**config.mk**
```make
export PLATFORM = sky130hd
export DESIGN_NAME = acc_step_conditioner
export DESIGN_NICKNAME = d
export VERILOG_FILES = /design/src/rtl/acc_pkg.sv /design/src/rtl/sync_2ff.sv /design/src/rtl/acc_step_conditioner.sv
export SDC_FILE = /design/constraint.sdc
export NUM_CORES = 1
export LEC_CHECK = 0
export BUFFER_PORTS_ARGS = -buffer_cell sky130_fd_sc_hd__buf_2
export CAP_MARGIN = 20
export CORE_MARGIN = 1.5
export CORE_UTILIZATION = 58
export CTS_CLUSTER_SIZE = 8
export DETAILED_ROUTE_END_ITERATION = 7
export PLACE_DENSITY = 0.78
export SKIP_LAST_GASP = 1
export SLEW_MARGIN = 15
export SYNTH_ARGS = -nofsm -noshare
export SYNTH_HDL_FRONTEND = slang
export SYNTH_HIERARCHICAL = 1
export SYNTH_SLANG_ARGS = --single-unit
```
**constraint.sdc**
```tcl
create_clock -name clk -period 2.1 [get_ports clk]
set_input_delay 0.21 -clock clk [delete_from_list [all_inputs] [get_ports clk]]
set_output_delay 0.21 -clock clk [all_outputs]
set_load 0.005 [all_outputs]
```
**src/rtl/acc_pkg.sv**
```systemverilog
// Shared definitions for the accumulator step conditioner: FSM state
// encoding, default timing constants and the counter-width helper.
package acc_pkg;

    // Debounce FSM states; the encoding is fixed so other blocks can decode it.
    typedef enum logic [1:0] {
        IDLE     = 2'd0,
        PRESS_DB = 2'd1,
        HELD     = 2'd2,
        REL_DB   = 2'd3
    } state_e;

    // 10 ms debounce and 250 ms auto-repeat at a 50 MHz clock.
    localparam int unsigned DB_CYCLES_DEF     = 500000;
    localparam int unsigned REPEAT_CYCLES_DEF = 12500000;

    // Width of the shared interval counter. The repeat interval only
    // contributes when auto-repeat is built in.
    function automatic int unsigned cnt_width(input int unsigned db_cycles,
                                              input int unsigned repeat_cycles,
                                              input bit          repeat_en);
        int unsigned longest;
        longest = (repeat_en && (repeat_cycles > db_cycles)) ? repeat_cycles : db_cycles;
        return $clog2(longest) + 1;
    endfunction

endpackage

```
**src/rtl/sync_2ff.sv**
```systemverilog
// Two-flop synchronizer for asynchronous inputs, any width, with a
// configurable reset value so released/idle levels are seen after reset.
module sync_2ff
    import acc_pkg::*;
#(
    parameter int unsigned     W       = 1,
    parameter logic [W-1:0]    RST_VAL = '0
) (
    input  logic         clk,
    input  logic         rst,
    input  logic [W-1:0] d_i,
    output logic [W-1:0] q_o
);

    logic [W-1:0] meta_q;
    logic [W-1:0] sync_q;

    // Shift the raw input through two flops; reset forces the idle level.
    always_ff @(posedge clk) begin
        // NOTE: non-blocking assignments so both flops sample the old values
        // on the same edge; blocking here would collapse the chain to one flop.
        if (!rst) begin
            meta_q <= RST_VAL;
            sync_q <= RST_VAL;
        end else begin
            meta_q <= d_i;
            sync_q <= meta_q;
        end
    end

    assign q_o = sync_q;

endmodule

```
**src/rtl/acc_step_conditioner.sv**
```systemverilog
// Pushbutton/switch conditioner in front of the add/subtract accumulator.
// Synchronizes the raw inputs, debounces the button and emits one
// single-cycle step per clean press with operand and mode latched.
// Optional auto-repeat while the button is held: define ACC_STEP_REPEAT_EN.
module acc_step_conditioner
    import acc_pkg::*;
#(
    parameter int unsigned DB_CYCLES     = DB_CYCLES_DEF,
    parameter int unsigned REPEAT_CYCLES = REPEAT_CYCLES_DEF,
    parameter int unsigned VW            = 4
) (
    input  logic          clk,
    input  logic          rst,
    input  logic          btn_n,
    input  logic [VW-1:0] sw_v,
    input  logic          sw_s,
    output logic [VW-1:0] v_out,
    output logic          s_out,
    output logic          step,
    output logic          busy
);

`ifdef ACC_STEP_REPEAT_EN
    localparam bit REPEAT_EN = 1'b1;
`else
    localparam bit REPEAT_EN = 1'b0;
`endif

    localparam int unsigned   CW      = cnt_width(DB_CYCLES, REPEAT_CYCLES, REPEAT_EN);
    localparam logic [CW-1:0] CNT_MAX = {CW{1'b1}};
    localparam logic [CW-1:0] DB_LAST = CW'(DB_CYCLES - 1);
`ifdef ACC_STEP_REPEAT_EN
    localparam logic [CW-1:0] REP_LAST = CW'(REPEAT_CYCLES - 1);
`endif

    logic          btn_s;
    logic [VW-1:0] v_s;
    logic          s_s;

    state_e        state_q, state_d;
    logic [CW-1:0] cnt_q, cnt_d;
    logic [CW-1:0] cnt_inc;
    logic          step_q, step_d;
    logic [VW-1:0] v_q, v_d;
    logic          s_q, s_d;
    logic          busy_q;

    // Button idles released (high) so reset never looks like a press.
    sync_2ff #(
        .W       (1),
        .RST_VAL (1'b1)
    ) u_sync_btn (
        .clk (clk),
        .rst (rst),
        .d_i (btn_n),
        .q_o (btn_s)
    );

    // Operand and mode travel together through one synchronizer.
    sync_2ff #(
        .W       (VW + 1),
        .RST_VAL ('0)
    ) u_sync_sw (
        .clk (clk),
        .rst (rst),
        .d_i ({sw_s, sw_v}),
        .q_o ({s_s, v_s})
    );

    // Saturating increment: the counter must never wrap back into range.
    assign cnt_inc = (cnt_q == CNT_MAX) ? cnt_q : cnt_q + 1'b1;

    // Next-state, counter and output decisions for the debounce FSM.
    always_comb begin
        // NOTE: every signal gets a default first so no path leaves one
        // unassigned, which would otherwise infer a latch.
        state_d = state_q;
        cnt_d   = cnt_q;
        step_d  = 1'b0;
        v_d     = v_q;
        s_d     = s_q;

        unique case (state_q)
            IDLE: begin
                if (!btn_s) begin
                    state_d = PRESS_DB;
                    cnt_d   = '0;
                end
            end

            PRESS_DB: begin
                if (btn_s) begin
                    state_d = IDLE;
                end else if (cnt_q == DB_LAST) begin
                    state_d = HELD;
                    cnt_d   = '0;
                    step_d  = 1'b1;
                    v_d     = v_s;
                    s_d     = s_s;
                end else begin
                    cnt_d = cnt_inc;
                end
            end

            HELD: begin
                if (btn_s) begin
                    state_d = REL_DB;
                    cnt_d   = '0;
                end else begin
`ifdef ACC_STEP_REPEAT_EN
                    if (cnt_q == REP_LAST) begin
                        cnt_d  = '0;
                        step_d = 1'b1;
                        v_d    = v_s;
                        s_d    = s_s;
                    end else begin
                        cnt_d = cnt_inc;
                    end
`else
                    cnt_d = cnt_q;
`endif
                end
            end

            REL_DB: begin
                if (!btn_s) begin
                    // Release bounce: back to HELD, restart any repeat interval.
                    state_d = HELD;
                    cnt_d   = '0;
                end else if (cnt_q == DB_LAST) begin
                    state_d = IDLE;
                    cnt_d   = '0;
                end else begin
                    cnt_d = cnt_inc;
                end
            end

            default: begin
                state_d = IDLE;
                cnt_d   = '0;
            end
        endcase
    end

    // State and registered outputs; synchronous reset drops any pending step.
    always_ff @(posedge clk) begin
        // NOTE: a synchronous reset lives inside the clocked branch, so a
        // reset edge always overrides a debounce completion on the same edge.
        if (!rst) begin
            state_q <= IDLE;
            cnt_q   <= '0;
            step_q  <= 1'b0;
            v_q     <= '0;
            s_q     <= 1'b0;
            busy_q  <= 1'b0;
        end else begin
            state_q <= state_d;
            cnt_q   <= cnt_d;
            step_q  <= step_d;
            v_q     <= v_d;
            s_q     <= s_d;
            busy_q  <= (state_d != IDLE);
        end
    end

    assign v_out = v_q;
    assign s_out = s_q;
    assign step  = step_q;
    assign busy  = busy_q;

endmodule

```
# After elaboration in Yosys (flattened, before gate mapping)
# Cells that the tools add are included.
[classes]
bitwise = 3
addsub = 1
n_eq_ne = 8
reduce_logical = 5
n_mux = 15
[op_table]
columns = ["operator", "count"]
rows = [
  ["$mux 20", 6],
  ["$pmux 20 s4", 1],
  ["$add 20x1->20 const B", 1],
  ["$eq 20x19->1 const B", 1],
  ["$eq 20x20->1 const B", 1],
  ["$mux 2", 6],
  ["$pmux 2 s4", 1],
  ["$reduce_and 3->1", 2],
  ["$eq 2x2->1 const B", 2],
  ["$ne 2x2->1 const B", 2],
  ["$not 1->1", 3],
  ["$reduce_or 3->1", 1],
  ["$eq 2x1->1 const B", 1],
  ["$logic_not 2->1", 1],
  ["$ne 2x1->1 const B", 1],
  ["$reduce_bool 2->1", 1],
  ["$mux 1", 1],
]
[totals]
in_bits = 8
register_bits = 41

# Longest topological paths before layout
# Gate-level depths: netlist of the first run.
[logic_depth]
word_depth = 5
mapped_depth = 8
ltp_nobuf = 6

# Cells and area by module
# The synthesis of the first run kept the hierarchy.
[modules_own_cells]
columns = ["module", "cells_per_inst", "instances", "seq_area_each_um2", "area_per_inst_um2"]
rows = [
  ["acc_step_conditioner", 174, 1, 580.6, 1519.0],
  ["sync_2ff at u_sync_sw", 20, 1, 200.2, 262.8],
  ["sync_2ff at u_sync_btn", 4, 1, 40.0, 52.6],
]

# Least setup slack after synthesis of the first run
# Ideal clock, no wire load.
[synth_timing]
path_type = "flip-flop to flip-flop"
from = "register cnt_q[0]"
to = "register cnt_q[18]"
n_path_buf = 2
t_arrival_ns = 1.693
stages_incl_launch_ff = 8
setup_time_ns = 0.130
period_less_slack_ns = 1.822
setup_slack_ns = 0.278
path_cell_list = "dfxtp_1 ha_1 and3_1 clkbuf_1 nand4_2 clkbuf_1 o41ai_1 a21oi_1"
[synth_via]
elab_chain_len = 5
elab_cells_between_ends = 8
cone_classes = "add/sub: 1; eq/ne: 2; mux: 5"
[synth_lines]
columns = ["element", "line", "rtl"]
rows = [
  ["start: declaration", "acc_step_conditioner.sv:41", "logic [CW-1:0] cnt_q, cnt_d;"],
  ["start signal: assignment", "acc_step_conditioner.sv:158", "cnt_q <= cnt_d;"],
  ["$add 20x1->20 / $eq 20x20->1 (equally long branches)", "acc_step_conditioner.sv:71", "assign cnt_inc = (cnt_q == CNT_MAX) ? cnt_q : cnt_q + 1'b1;"],
  ["$mux 20", "acc_step_conditioner.sv:71", ""],
  ["$mux 20 (*)", "acc_step_conditioner.sv:94, acc_step_conditioner.sv:130", ""],
  ["$mux 20 (on tied branches)", "acc_step_conditioner.sv:126, acc_step_conditioner.sv:92", ""],
  ["$pmux 20 s4 (*)", "acc_step_conditioner.sv:83", "unique case (state_q)"],
]
# Mark *: on every way between the ends. The rest lies on a longest branch, timed or not. The select of a mux whose other input is x is not followed.
# A chain may end at the register's enable or synchronous reset.

# Final worst setup path of the first run
[layout_timing]
from = "register cnt_q[12]"
to = "register cnt_q[17]"
# Same word-level chain as after synthesis.

==> flow_summary.toml, run 1 <==
[clock_tree]
clkTransAtPathRegs_ps = 120
insertion_delay_ps = 350
cts_tree = "done"
clk_path_buf_depth = 2
cts_max_level = 2
numClockSinks = 41
cts_root_buf = "clkbuf_4"
cts-hold-fix-buffers = 0
cts_buffers = 5

[min_path]
min_from = "btn_n"
hp-class = "in -> reg"

[layout]
post_route_cells_drive_above_1_share_pct = 18.6
postLayoutCoreUtil_pct = 68.8
nets = 229
num_antenna_cells = 0
syn2layout_area_growth_pct = 13.6

[timing]
drv_slew = 0
fin_crit_ps = 1980
clock.fmax_mhz = 506
worst_slack_ps = 122
setup_tns_ps = 0
finalSetupViolCount = 0
grt_setup_unrepaired = "no"
final-hold-violation-count = 0
slew_headroom_pct = 63.1
finClkSkew_ps = 8.07
tightestPinTransition_ps = 546
fin_crit_sh_pct = 94.2

[logic_synthesis]
synth_seq_cells = 41
syn_area_um2 = 1830
synth_cell_type_count = 47
ys_seq_area_share_pct = 44.7
synthFlopType = "dfxtp_1"
synth_edf_count = 0
syn_inst = 198
synth_nets = 207
syn_area_per_cell_um2 = 9.26
yosysWarnings = 6
async_reset_ff_share_pct = 0

[critical_path]
path_class = "reg -> reg"
crit_slowest_cell = "or4b_1"
cp-end-kind = "register"
r2r-start = "cnt_q[12]"
max_stage_delay_ps = 600
r2r_setup_slack_ps = 120
cp-start-kind = "register"
crit_required_ps = 2360
crit_chain = "or4b_1 -> nor3_2 -> a211oi_2 -> a22oi_1 -> nand2_1"
worstPathMaxFanout = 7
cp.arrival_ps = 2230
startpoint = "cnt_q[12]"

[die]
die_w_um = 59.2
core_region_area_um2 = 3030
start_util_pct = 60.6
rows = 20
num_io_pins = 15
die_h_um = 59.2
die_area_um2 = 3510

[route]
dr.pass1.iters = 4
routed_wl_um = 4010
num_vias = 1542
ant_nets = 0
via_per_inst = 5.82
drc_errors = 0
drt-initial-drc-count = 99
wl_per_cell_um = 15.1

[place]
dp_hpwl_um = 2800
pre_cts_ws_ps = 30.6
gp_congestion = 0.915
portBuffers = 14

[power]
p_leak_nw = 0.807
ir_drop_mv = 0.525
total_power_w = 0.00137
powerDensity_nw_per_um2 = 656

[global_routing]
antenna_found_initial = 0
grt_pass1_vias = 1406
grt_pass1_wl_um = 6490
grt-ovfl-total = 0
grt_max_degree = 18
track_usage_pct = 24.8

[job]
cap_violations = 0

[outcome]
status = "finished, final reports clean"
==> layer usage <==
| layer | wire (um) | vias to the layer above | GRT usage [%] |
|---|---|---|---|
| li1 | - | 757 | - |
| met1 | 1750 | 730 | 32.3 |
| met2 | 2010 | 47 | 39.7 |
| met3 | 190 | 8 | 5.68 |
| met4 | 56 | 0 | 9.74 |
| met5 | 0 | - | 0 |
==> registers in the layout, summed over array words and instances (netlist names) <==
register / cells
u_sync_btn/q_o: 1
state_q: 2
step: 1
s_out: 1
u_sync_sw/meta_q: 5
cnt_q: 20
busy: 1
u_sync_btn/meta_q: 1
v_out: 4
u_sync_sw/q_o: 5
==> cells in the mapped netlist (2+ instances only) <==
| library cell | n | share of area (%) |
|---|---|---|
| xor2_1 | 11 | 5.3 |
| inv_1 | 3 | 0.61 |
| nand2b_1 | 2 | 0.68 |
| o31ai_1 | 2 | 0.82 |
| o21ai_0 | 8 | 2.2 |
| o211ai_1 | 6 | 2.5 |
| o2111ai_1 | 2 | 0.96 |
| and2_1 | 11 | 3.8 |
| or2_2 | 2 | 0.68 |
| or4b_1 | 3 | 1.6 |
| nor4b_1 | 4 | 1.9 |
| or3_1 | 3 | 1.0 |
| clkbuf_1 | 3 | 0.61 |
| nor2b_1 | 2 | 0.68 |
| nand3_1 | 6 | 1.6 |
| mux2i_1 | 6 | 3.3 |
| nand2_1 | 10 | 2.0 |
| dfxtp_1 | 41 | 45 |
| and4_1 | 2 | 0.96 |
| a21oi_1 | 10 | 2.7 |
| nand4_1 | 4 | 1.4 |
| nor3_1 | 4 | 1.1 |
| and3_1 | 4 | 1.4 |
| nor2_1 | 26 | 5.3 |
==> cell usage in the layout, fill, tap and decap left out, drive strengths merged, types with 5 or more instances in the layout <==
master	netlist	routed
xor2	11	11
o211ai	6	6
dfxtp	41	41
nand3	6	6
buf	2	21
and2	11	11
nor3	5	5
nand4	6	6
a21oi	10	10
nor2	27	27
o21ai	9	9
nand2	10	10
clkbuf	4	5
mux2i	6	6
==> report_power, final <==
part | internal (W) | switching (W) | total, W
registers | 0.000791 | 0.00000567 | 0.000797
logic | 0.0000181 | 0.0000307 | 0.0000487
clock network | 0.000252 | 0.000269 | 0.000521
==> cell families after synthesis <==
kind of cell,count (synthesis),share of synthesized area [%]
AND/OR/NAND/NOR,94,30.8
XOR/XNOR,11,5.25
flip-flops,41,44.7
buffers and inverters,10,2.59
AO/OA/AOI/OAI,35,12.6
adder cells (fa/ha/maj),1,0.682
multiplexers,6,3.27
==> area by class of cell <==
cell class	instances	area [um2]
Tap cell	44	55.1
Clock buffer	5	37.5
Multi-Input combinational cell	147	987
Fill cell	257	943
Clock inverter	3	46.3
Sequential cell	41	821
Timing Repair Buffer	21	123
Inverter	4	15.0
==> per-stage QoR <==
| step | hold slack, ps | std cells | instance area, um2 |
|---|---|---|---|
| floorplan | 283 | 198 | 1830 |
| global placement | 390 | 257 | 1980 |
| detailed placement | 394 | 257 | 1980 |
| CTS | 13.9 | 265 | 2060 |
| global route | 30.9 | 265 | 2080 |
| finish | 31.0 | 265 | 2080 |
==> critical path, delay by kind of cell, from the launching register on <==
family,cells,cell delay (ps)
AOI/OAI and AO/OA,2,410
DFF,1,380
and+or+nand+nor,3,1100
==> path summary, 6_finish.rpt <==
path / endpoint / depth (start not counted)
worst max-delay path: cnt_q[17] / 5
worst min-delay path: u_sync_btn/meta_q / 2
worst max register to register: cnt_q[17] / 5
worst min register to register: u_sync_btn/q_o / 1
==> repair_timing <==
action,4_1_cts,5_1_grt
hold endpoints to repair,0,0
setup endpoints to repair,0,17
buffers inserted,0,0
resized for setup,0,3
Note: power is estimated with default switching activity, not from simulation.
==> run 2: changes to the inputs <==
--- a/config.mk
+++ b/config.mk
@@ -7,11 +7,13 @@
 export LEC_CHECK = 0
 export BUFFER_PORTS_ARGS = -buffer_cell sky130_fd_sc_hd__buf_2
 export CAP_MARGIN = 20
+export CELL_PAD_IN_SITES_DETAIL_PLACEMENT = 0
+export CELL_PAD_IN_SITES_GLOBAL_PLACEMENT = 1
 export CORE_MARGIN = 1.5
-export CORE_UTILIZATION = 58
+export CORE_UTILIZATION = 48
 export CTS_CLUSTER_SIZE = 8
 export DETAILED_ROUTE_END_ITERATION = 7
-export PLACE_DENSITY = 0.78
+export PLACE_DENSITY = 0.82
 export SKIP_LAST_GASP = 1
 export SLEW_MARGIN = 15
 export SYNTH_ARGS = -nofsm -noshare
==> constraint.sdc (replaced) <==
create_clock -name clk -period 2.3 [get_ports clk]
set_input_delay 0.23 -clock clk [delete_from_list [all_inputs] [get_ports clk]]
set_output_delay 0.23 -clock clk [all_outputs]
set_load 0.005 [all_outputs]
==> run 2 against run 1 <==
Utilization down 13 points. First-iteration DRC count up 51%. Sequential share of layout area up 0.43 points. Critical path depth unchanged. Non-clock buffer count down 2. Maximum frequency down 3.3%. Worst hold slack better by 88 ps. Total power down 10%. Register-to-register slack better by 130 ps. Sequential power down 8.8%. Critical path type unchanged. Largest power group unchanged.
==> flow_summary.toml, run 2 (synthesis results as in run 1) <==
[timing]
slew_headroom_pct = 63.7
final-hold-violation-count = 0
grt_setup_unrepaired = "no"
finalSetupViolCount = 0
drv_slew = 0
clock.fmax_mhz = 489
finClkSkew_ps = 3.78
setup_tns_ps = 0
tightestPinTransition_ps = 537
fin_crit_ps = 2040
fin_crit_sh_pct = 88.9

[route]
dr.pass1.iters = 4
drc_errors = 0
ant_nets = 0
via_per_inst = 5.68
routed_wl_um = 3710
wl_per_cell_um = 13.9
drt-initial-drc-count = 149
num_vias = 1516

[layout]
regMostFlops = "cnt_q"
largest_register_ffs = 20
layout_common_cells = "dfxtp_1 (41), nor2_1 (26), buf_2 (14)"
syn2layout_area_growth_pct = 12.4
nets = 227
post_route_cells_drive_above_1_share_pct = 17.8
final.fill_count = 335
num_antenna_cells = 0
final_common_cell = "dfxtp_1"

[die]
die_area_um2 = 4200
core_region_area_um2 = 3660
start_util_pct = 50.1
rows = 22
die_w_um = 64.8
num_io_pins = 15
die_h_um = 64.8

[power]
total_power_w = 0.00123
internal_power_w = 0.000953
p_sw_w = 0.000275
p_leak_nw = 0.783
seqPwrFrac_pct = 59.2
switching_share_pct = 22.4
combPwrFrac_pct = 3.7
p_clk_share_pct = 37.0
powerDensity_nw_per_um2 = 596
ir_drop_mv = 0.425

[place]
gp_congestion = 0.878
dp_hpwl_um = 2690
portBuffers = 14

[critical_path]
cp-end-kind = "register"
r2r.worst_path.cells = 5
cp.arrival_ps = 2230
r2r-start = "cnt_q[17]"
r2r_setup_slack_ps = 260
r2r-end = "cnt_q[1]"
cp-start-kind = "register"
worstPathMaxFanout = 12
path_class = "reg -> reg"
crit_required_ps = 2490

[outcome]
status = "finished, final reports clean"

[global_routing]
antenna_found_initial = 0
track_usage_pct = 19.2
grt_pass1_vias = 1375
grt_max_degree = 17
grt-ovfl-total = 0
grt_pass1_wl_um = 6220

[clock_tree]
cts_max_level = 2
numClockSinks = 41
insertion_delay_ps = 290
cts-hold-fix-buffers = 0
cts_tree = "done"
cts_root_buf = "clkbuf_8"
clk_path_buf_depth = 2
cts_setup_buffers = 0
cts_buffers = 5
clkTransAtPathRegs_ps = 80

[min_path]
whs_path_depth = 2
holdPathEnd = "u_sync_btn/meta_q"
hp-class = "in -> reg"
min_from = "btn_n"

[job]
cap_violations = 0
==> run 2: changes by cell type in the layout (fill, tap and decap cells not counted), sizes merged <==
cell / change
clkinv: -1
clkbuf: +1
buf: -2
clkinvlp: +1
bufinv: -1
==> run 2: power groups by stage <==
stage	registers [W]	logic (W)	clock network [W]
after global placement	0.000743	0.0000446	0
final	0.000727	0.0000459	0.000455
after floorplan	0.000742	0.0000295	0
after detailed placement	0.000744	0.0000459	0
after global routing	0.000729	0.0000503	0.000503
after CTS	0.000727	0.0000462	0.000471
==> run 2: critical path: stages, from the launching register on <==
cell and delay, ps:
dfxtp_1 430, nand4_1 300, or2_2 490, o21ai_2 410, mux2i_1 250, nor2_1 50
==> run 2: routing by layer <==
metal / wire [um] / global-route usage (%) / vias up
li1: - / - / 754
met1: 1740 / 24.2 / 714
met2: 1780 / 31.3 / 42
met4: 42 / 6.65 / 0
met3: 146 / 5.38 / 6
met5: 0 / 0 / -
==> run 2: how the worst max path moves through the flow <==
| stage | endpoint | from | cells past startpoint | slack, ps |
|---|---|---|---|---|
| 3_5_place_dp | cnt_q[13] | state_q[0] | 6 | 170 |
| 4_1_cts | cnt_q[13] | state_q[0] | 6 | 120 |
| 5_1_grt | cnt_q[5] | cnt_q[17] | 5 | 130 |
| 6_report | cnt_q[1] | cnt_q[17] | 5 | 260 |
| 3_3_place_gp | cnt_q[3] | state_q[0] | 6 | 120 |
| 2_1_floorplan | cnt_q[18] | cnt_q[0] | 7 | 480 |
==> run 2: metrics by stage <==
stage | setup slack, ps | util, % | hold slack [ps] | instances | area, um2
final | 256 | 56.3 | 119 | 267 | 2060
after global routing | 129 | 56.3 | 106 | 267 | 2060
after CTS | 121 | 56.2 | 108 | 267 | 2060
after detailed placement | 170 | 53.8 | 394 | 259 | 1970
after global placement | 120 | 53.8 | 395 | 259 | 1970
after floorplan | 478 | - | 303 | 198 | 1830
==> run 2: area by class of cell <==
| cell class | instances | area [um2] | share of cell area, % |
|---|---|---|---|
| clock inverters | 2 | 15.0 | 0.728 |
| inverters | 4 | 15.0 | 0.728 |
| flip-flops and latches | 41 | 821 | 39.8 |
| clock buffers | 6 | 72.6 | 3.52 |
| multi-input cells | 147 | 971 | 47.1 |
| well taps | 48 | 60.1 | 2.91 |
| repair buffers | 19 | 108 | 5.22 |
==> run 2: what timing repair did <==
item / CTS / global route
resized for setup: 0 / 1
hold endpoints to repair: 0 / 0
setup endpoints to repair: 0 / 12
==> run 3: changes to the inputs <==
--- a/config.mk
+++ b/config.mk
@@ -5,7 +5,7 @@
 export SDC_FILE = /design/constraint.sdc
 export NUM_CORES = 1
 export LEC_CHECK = 0
-export BUFFER_PORTS_ARGS = -buffer_cell sky130_fd_sc_hd__buf_2
+export BUFFER_PORTS_ARGS = -buffer_cell sky130_fd_sc_hd__buf_4
 export CAP_MARGIN = 20
 export CELL_PAD_IN_SITES_DETAIL_PLACEMENT = 0
 export CELL_PAD_IN_SITES_GLOBAL_PLACEMENT = 1
==> run 3 against run 2 <==
Clock power rose by 33%. Via count fell by 0.46%. Non-clock buffer count rose by 1. Register-to-register slack got worse by 80 ps. Utilization rose by 1.9 points. Total power rose by 12%. Clock skew rose by 0.63 ps. Routed wire length rose by 0.59%. Worst hold slack got worse by 3.8 ps. Sequential cell count did not move. First-iteration DRC count rose by 9.4%. Count of clock-buffer cells in the layout did not move.
==> flow_summary.toml, run 3 (synthesis results as in run 1) <==
[clock_tree]
cts-resized-gates = 0
numClockSinks = 41
clkTransAtPathRegs_ps = 80
cts_setup_buffers = 0
cts_tree = "done"
cts_max_level = 2
cts_root_buf = "clkbuf_8"
cts-hold-fix-buffers = 0
insertion_delay_ps = 290
clk_path_buf_depth = 2
cts_buffers = 5

[layout]
final_common_cell = "dfxtp_1"
post_route_cells_drive_above_1_share_pct = 18.2
final.fill_count = 323
num_antenna_cells = 0
regMostFlops = "cnt_q"
largest_register_ffs = 20
layoutNonFillerInstCount = 268
nets = 228
final_area_um2 = 2130
syn2layout_area_growth_pct = 16.2
layout_common_cells = "dfxtp_1 (41), nor2_1 (26), buf_4 (20)"

[critical_path]
cp_top_family = "simple AND/OR/NAND/NOR gates"
r2r_setup_slack_ps = 180
r2r-start = "state_q[0]"
crit_buf_inv = 1
startpoint = "state_q[0]"
cp-start-kind = "register"
crit_slowest_cell = "nor3b_1"
cp-end-kind = "register"
path_common_cell = "nor2_1"
cp.arrival_ps = 2340
max_stage_delay_ps = 730
crit_required_ps = 2520
crit_chain = "nor3b_1 -> nor2_1 -> nor2_1 -> nor2_2 -> buf_4 -> a21oi_1"
path_class = "reg -> reg"
worstPathMaxFanout = 15

[global_routing]
grt-ovfl-total = 0
grt_pass1_vias = 1355
track_usage_pct = 20.0
grt_max_degree = 17
grt_pass1_wl_um = 6470
antenna_found_initial = 0

[power]
powerDensity_nw_per_um2 = 647
p_leak_nw = 0.810
ir_drop_mv = 0.408

[route]
num_vias = 1509
ant_nets = 0
drc_errors = 0
dr.pass1.iters = 4
drt-initial-drc-count = 163
wl_per_cell_um = 13.9
routed_wl_um = 3730
via_per_inst = 5.63

[place]
dp_hpwl_um = 2680
dp_cells = 260
dpl-instance-area_um2 = 2010
gp_congestion = 0.832
portBuffers = 14

[min_path]
min_from = "btn_n"
hp-class = "in -> reg"

[timing]
drv_slew = 0
tightestPinTransition_ps = 841
setup_tns_ps = 0
fin_crit_ps = 2120
slew_headroom_pct = 43.8
finClkSkew_ps = 4.42
grt_setup_unrepaired = "no"
final-hold-violation-count = 0
finalSetupViolCount = 0
fin_crit_sh_pct = 92.2
clock.fmax_mhz = 472

[die]
num_io_pins = 15
die_h_um = 64.8
die_w_um = 64.8
die_area_um2 = 4200
start_util_pct = 50.1
rows = 22
core_region_area_um2 = 3660

[outcome]
status = "finished, final reports clean"

[job]
cap_violations = 0
-- run 3: cell types whose count changed in the layout (fill, tap and decap cells not counted), sizes merged --
cell      before  now
clkinvlp       2    1
bufinv         0    1
buf           19   20
-- run 3: routing by layer --
layer	GRT usage (%)	routed length [um]	vias up
met4	8.51	63	0
li1	-	-	754
met1	27.8	1820	715
met5	0	0	-
met3	4.86	169	6
met2	29.5	1680	34
-- run 3: report_power, final --
group | leakage [nW] | internal (W) | switching [W] | total [W]
combinational | 0.419 | 0.0000219 | 0.0000278 | 0.0000497
sequential | 0.333 | 0.000721 | 0.00000594 | 0.000727
clock | 0.0574 | 0.000353 | 0.000250 | 0.000603
-- run 3: layout make-up --
type / instances / area (um2) / share of cell area (%)
clock inverter: 2 / 37.5 / 1.76
sequential: 41 / 821 / 38.5
inverter: 4 / 15.0 / 0.704
timing repair buffer: 20 / 150 / 7.04
tap: 48 / 60.1 / 2.82
multi-input combinational: 147 / 966 / 45.3
clock buffer: 6 / 82.6 / 3.87
-- run 3: metrics by stage --
step	hold slack [ps]	util, %	total power, W	worst slack, ps
3_5_place_dp	401	55.0	0.000793	295
3_3_place_gp	400	55.0	0.000792	329
4_1_cts	109	58.2	0.00139	263
2_1_floorplan	303	-	0.000771	478
6_report	115	58.2	0.00138	180
5_1_grt	111	58.2	0.00143	29.5
-- run 3: final timing paths --
kind	end	cells after the start
worst max-delay path	cnt_q[3]	6
worst min-delay path	u_sync_btn/meta_q	2
worst max register to register	cnt_q[3]	6
worst min register to register	u_sync_btn/q_o	1
-- run 3: worst reg2reg max path: stages, from the launching register on --
cell and delay [ps]:
dfxtp_1 390, nor3b_1 730, nor2_1 270, nor2_1 220, nor2_2 80, buf_4 200
a21oi_1 150
